==> src/rtl/ccr_flag_if.sv <==
// Condition-code register bus: ALU/control flag updates in, CCR state and branch condition vector out.
// Combinational bundle only; no latency and no backpressure.
interface ccr_flag_if;
    logic       alu_flags_we;
    logic [3:0] alu_flags;
    logic [3:0] alu_flag_mask;
    logic       setc;
    logic       clrc;
    logic       int_save;
    logic       rti_restore;
    logic [3:0] flags;
    logic [7:0] cond_vec;
    logic       shadow_valid;
    logic       nest_err;

    modport master (
        output alu_flags_we, alu_flags, alu_flag_mask, setc, clrc, int_save, rti_restore,
        input  flags, cond_vec, shadow_valid, nest_err
    );

    modport slave (
        input  alu_flags_we, alu_flags, alu_flag_mask, setc, clrc, int_save, rti_restore,
        output flags, cond_vec, shadow_valid, nest_err
    );
endinterface

==> src/rtl/ccr_flag_unit.sv <==
// Condition-code register {V,C,N,Z} with partial ALU update, SETC/CLRC, one-level interrupt shadow.
// Latency: 1 cycle input->flags; cond_vec is 0 cycles (BYPASS=1) or 1 cycle (BYPASS=0).
// Backpressure: none; every input is accepted each cycle, illegal save/restore reported on nest_err.
module ccr_flag_unit #(
    parameter bit         BYPASS      = 1'b0,
    parameter logic [3:0] RESET_FLAGS = 4'b0000
) (
    input  logic      clk,
    input  logic      rst,
    ccr_flag_if.slave ccr
);
    localparam int FZ = 0;
    localparam int FN = 1;
    localparam int FC = 2;
    localparam int FV = 3;

    typedef enum logic {
        SHADOW_EMPTY,
        SHADOW_FULL
    } shadow_state_t;

    shadow_state_t state_q, state_d;
    logic [3:0]    flags_q;
    logic [3:0]    shadow_q;
    logic [3:0]    nxt;
    logic [3:0]    cond_src;
    logic          nest_err_q;
    logic          restore_hit;
    logic          save_hit;
    logic          seq_err;

    // A valid restore overrides every other update source for the cycle.
    always_comb begin
        nxt         = flags_q;
        restore_hit = ccr.rti_restore && (state_q == SHADOW_FULL);
        if (restore_hit) begin
            nxt = shadow_q;
        end else begin
            if (ccr.alu_flags_we) begin
                nxt = (flags_q & ~ccr.alu_flag_mask) | (ccr.alu_flags & ccr.alu_flag_mask);
            end
            if (ccr.setc) begin
                nxt[FC] = 1'b1;
            end
            if (ccr.clrc) begin
                nxt[FC] = 1'b0;
            end
        end
    end

    always_comb begin
        state_d  = state_q;
        save_hit = 1'b0;
        seq_err  = 1'b0;
        case (state_q)
            SHADOW_EMPTY: begin
                // Restore with nothing saved is an error, and it also swallows a same-cycle save.
                if (ccr.rti_restore) begin
                    seq_err = 1'b1;
                end else if (ccr.int_save) begin
                    save_hit = 1'b1;
                    state_d  = SHADOW_FULL;
                end
            end
            SHADOW_FULL: begin
                if (ccr.rti_restore) begin
                    state_d = SHADOW_EMPTY;
                    seq_err = ccr.int_save;
                end else if (ccr.int_save) begin
                    seq_err = 1'b1;
                end
            end
            default: begin
                state_d = SHADOW_EMPTY;
            end
        endcase
    end

    always_ff @(posedge clk) begin
        if (rst) begin
            flags_q    <= RESET_FLAGS;
            shadow_q   <= 4'b0000;
            state_q    <= SHADOW_EMPTY;
            nest_err_q <= 1'b0;
        end else begin
            flags_q    <= nxt;
            state_q    <= state_d;
            nest_err_q <= seq_err;
            if (save_hit) begin
                shadow_q <= nxt;
            end
        end
    end

    assign cond_src = BYPASS ? nxt : flags_q;

    assign ccr.cond_vec[0] = 1'b1;
    assign ccr.cond_vec[1] = cond_src[FZ];
    assign ccr.cond_vec[2] = ~cond_src[FZ];
    assign ccr.cond_vec[3] = cond_src[FC];
    assign ccr.cond_vec[4] = ~cond_src[FC];
    assign ccr.cond_vec[5] = cond_src[FN];
    assign ccr.cond_vec[6] = cond_src[FV];
    assign ccr.cond_vec[7] = cond_src[FN] ^ cond_src[FV];

    assign ccr.flags        = flags_q;
    assign ccr.shadow_valid = (state_q == SHADOW_FULL);
    assign ccr.nest_err     = nest_err_q;
endmodule
==> src/flat_wrapper.sv <==
// flat-port wrapper written by rule: the top's interface ports become plain ports
module ccr_flag_unit_flat 
#(
    parameter bit         BYPASS      = 1'b0,
    parameter logic [3:0] RESET_FLAGS = 4'b0000
)
  (clk, rst, ccr_alu_flags_we, ccr_alu_flags, ccr_alu_flag_mask, ccr_setc, ccr_clrc, ccr_int_save, ccr_rti_restore, ccr_flags, ccr_cond_vec, ccr_shadow_valid, ccr_nest_err);
  ccr_flag_if ccr_i ();
  input  logic clk;
  input  logic rst;
  input wire logic [$bits(ccr_i.alu_flags_we)-1:0] ccr_alu_flags_we;
  input wire logic [$bits(ccr_i.alu_flags)-1:0] ccr_alu_flags;
  input wire logic [$bits(ccr_i.alu_flag_mask)-1:0] ccr_alu_flag_mask;
  input wire logic [$bits(ccr_i.setc)-1:0] ccr_setc;
  input wire logic [$bits(ccr_i.clrc)-1:0] ccr_clrc;
  input wire logic [$bits(ccr_i.int_save)-1:0] ccr_int_save;
  input wire logic [$bits(ccr_i.rti_restore)-1:0] ccr_rti_restore;
  output wire logic [$bits(ccr_i.flags)-1:0] ccr_flags;
  output wire logic [$bits(ccr_i.cond_vec)-1:0] ccr_cond_vec;
  output wire logic [$bits(ccr_i.shadow_valid)-1:0] ccr_shadow_valid;
  output wire logic [$bits(ccr_i.nest_err)-1:0] ccr_nest_err;
  assign ccr_i.alu_flags_we = ccr_alu_flags_we;
  assign ccr_i.alu_flags = ccr_alu_flags;
  assign ccr_i.alu_flag_mask = ccr_alu_flag_mask;
  assign ccr_i.setc = ccr_setc;
  assign ccr_i.clrc = ccr_clrc;
  assign ccr_i.int_save = ccr_int_save;
  assign ccr_i.rti_restore = ccr_rti_restore;
  assign ccr_flags = ccr_i.flags;
  assign ccr_cond_vec = ccr_i.cond_vec;
  assign ccr_shadow_valid = ccr_i.shadow_valid;
  assign ccr_nest_err = ccr_i.nest_err;
  ccr_flag_unit #(.BYPASS(BYPASS), .RESET_FLAGS(RESET_FLAGS)) u_core (.clk(clk), .rst(rst), .ccr(ccr_i));
endmodule
==> config.mk <==
export PLATFORM = sky130hd
export DESIGN_NAME = ccr_flag_unit_flat
export DESIGN_NICKNAME = d
export VERILOG_FILES = /design/src/rtl/ccr_flag_if.sv /design/src/rtl/ccr_flag_unit.sv /design/src/flat_wrapper.sv
export SDC_FILE = /design/constraint.sdc
export NUM_CORES = 1
export LEC_CHECK = 0
export BUFFER_PORTS_ARGS = -buffer_cell sky130_fd_sc_hd__buf_2
export CAP_MARGIN = 20
export CORE_AREA = 2 2 39 41
export DETAILED_ROUTE_END_ITERATION = 10
export DIE_AREA = 0 0 41 43
export PLACE_DENSITY_LB_ADDON = 0.1
export SLEW_MARGIN = 20
export SYNTH_ARGS = -nofsm -noshare
export SYNTH_HDL_FRONTEND = slang
export SYNTH_SLANG_ARGS = --single-unit
==> constraint.sdc <==
create_clock -name clk -period 1.2 [get_ports clk]
set_input_delay 0.12 -clock clk [delete_from_list [all_inputs] [get_ports clk]]
set_output_delay 0.12 -clock clk [all_outputs]
set_load 0.01 [all_outputs]
==> results_dict.tcl <==
set metrics [dict create \
    final_cell_mix "buf_2, dfxtp_1, nor2_1, inv_1, nand2_1" \
    ys_ff_latch 10 \
    use_met1_pct 14.1 \
    drt_first_pass_iters 3 \
    post-place-cells 90 \
    clk_latency_ns 0.26 \
    final_area_um2 629 \
    path_cells "nor3b_4 > nand3b_2 > o32ai_1" \
    port_buffers 27 \
    reg2reg_slack_ns 0.12 \
    num_vias 435 \
    gp_congestion 0.674 \
    drc_errors 0 \
    avgSynthCellArea_um2 9.04 \
    path_max_fanout 6 \
    p_per_area_mw_per_mm2 1270 \
    drt_iter0_drc 5 \
    cp_top_family "simple AND/OR/NAND/NOR gates" \
    peakVddDrop_mv 0.854 \
    coreArea_mm2 0.00138 \
    synth.cell_area_um2 479 \
    final_nets 94 \
    slowest_delay_ns 0.37 \
    arrival_ns 1.25 \
    diodes 0 \
    cts_tree "done" \
    grt_pass1_wl_um 1300 \
    floorplan.initialDensity_pct 34.6 \
    end_kind "flip-flop" \
    cts-root-buf "clkbuf_4" \
    hp-class "primary input to flip-flop" \
    area_growth_pct 31.3 \
    dieHeight_um 43 \
    wl_um 898 \
    rsz0062_at_grt "no" \
    cap_violations 0 \
    p_leak_uw 0.000312 \
    placed_area_um2 593 \
    crit_slowest_cell "dfxtp_1" \
    drive_above_1_share_pct 43.6 \
    period_share_pct 90.1 \
    cts_resized 0 \
    max_freq_mhz 925 \
    period_needed_ns 1.08 \
    antenna_found_initial 0 \
    timing.setup.tns_ns 0 \
    post_drt_wl_per_cell_um 9.55 \
    die_width_um 41 \
    core.rowCount 14 \
    synth_top_area_share_pct 41.8 \
    place_hpwl_um 704 \
    gr-usage-met3_pct 4.71 \
    postSynthCellCount 53 \
    worstPathRequired_ns 1.37 \
    yosysTopAreaCell "dfxtp_1" \
    dieArea_mm2 0.00176 \
    grt_use_met2_pct 15.9 \
    via_per_inst 4.63 \
    cts_hold_buf 0 \
    setup_viol 0 \
    cts.sinks 10 \
    ys_seq_area_share_pct 41.8 \
    finalClockSkew_ns 0.00121 \
    synth_nets 68 \
    grt_max_degree 12 \
    final_cells 94 \
    final_common_cell "buf_2" \
    boundaryPins 29 \
    clkTransAtPathRegs_ns 0.07 \
    cts_max_path_buffers 2 \
    grt-busiest-layer "met2" \
    crit_path_start_kind "flip-flop" \
    synth.distinct_cells 19 \
    critPathKind "flip-flop to flip-flop" \
    yosys_warnings 0 \
    status "completed" \
    final_antenna_net_count 0 \
    post_cts_buffers 0 \
    grt_usage_pct 11.3 \
    cts_made_buffers 3 \
    synthTopCellsByArea "dfxtp_1, mux2i_1, buf_4" \
    cts-htree-levels 1 \
    grt_overflow 0 \
    hold_viol 0 \
    utilization_pct 45.5 \
    final-max-slew-violation-count 0 \
    critPathBufInv 0 \
    grt_pass1_vias 340 \
]
[metrics by stage]
stage	setup slack (ns)	power, µW	hold slack [ns]
3_5_place_dp	0.120	502	0.383
4_1_cts	0.105	808	0.0965
3_3_place_gp	0.116	501	0.384
6_report	0.118	798	0.100
2_1_floorplan	0.204	453	0.199
5_1_grt	0.0510	838	0.113
[metal layers]
metal,vias to the layer above,part of all wire (%)
li1,231,-
met2,21,39
met4,0,0.89
met5,-,0
met3,2,11
met1,181,49
[cell type report]
class | count | area (µm²)
Tap cell | 16 | 20.0
Sequential cell | 10 | 200
Multi-Input combinational cell | 32 | 219
Timing Repair Buffer | 27 | 135
Clock buffer | 4 | 36.3
Fill cell | 150 | 754
Inverter | 5 | 18.8
[state kept, by name, indices dropped and copies added, names as in the netlist]
name and count:
u_core.ccr.shadow_valid 1, u_core.shadow_q 4, u_core.ccr.nest_err 1, u_core.ccr.flags 4
[synthesized netlist by cell type]
master    instances
inv_1             5
xor2_1            1
a21boi_0          1
nand2_1           5
conb_1            1
buf_4             5
o22ai_1           2
a211oi_1          3
nand3b_2          1
mux2i_1           4
nor2_1            6
nor3_1            1
a311oi_1          1
o32ai_1           3
nor3b_4           1
clkbuf_1          1
dfxtp_1          10
nand2b_1          1
nand2_2           1
[kinds of logic after synthesis]
kind of cell | Yosys count | share of synthesized area, %
DFF | 10 | 41.8
AOI/OAI and AO/OA | 10 | 16.2
and+or+nand+nor | 16 | 18.5
buffers and inverters | 11 | 12.5
xor gates and xnor gates | 1 | 1.83
other | 1 | 0.783
muxes | 4 | 8.36
[path summary, 6_finish.rpt]
check,from,endpoint,cells past startpoint
setup reg to reg,u_core.ccr.shadow_valid$_SDFF_PP0_,u_core.shadow_q[0]$_SDFFE_PP0P_,3
hold reg to reg,u_core.shadow_q[3]$_SDFFE_PP0P_,u_core.shadow_q[3]$_SDFFE_PP0P_,2
setup / recovery,u_core.ccr.shadow_valid$_SDFF_PP0_,u_core.shadow_q[0]$_SDFFE_PP0P_,3
hold / removal,ccr_rti_restore,u_core.ccr.shadow_valid$_SDFF_PP0_,2
[where the power goes]
group          switching [µW]  internal [µW]
clock                     122            184
sequential               13.1            349
combinational            66.6           63.3
total                     202            597
Power figures use the tool's default switching activity.
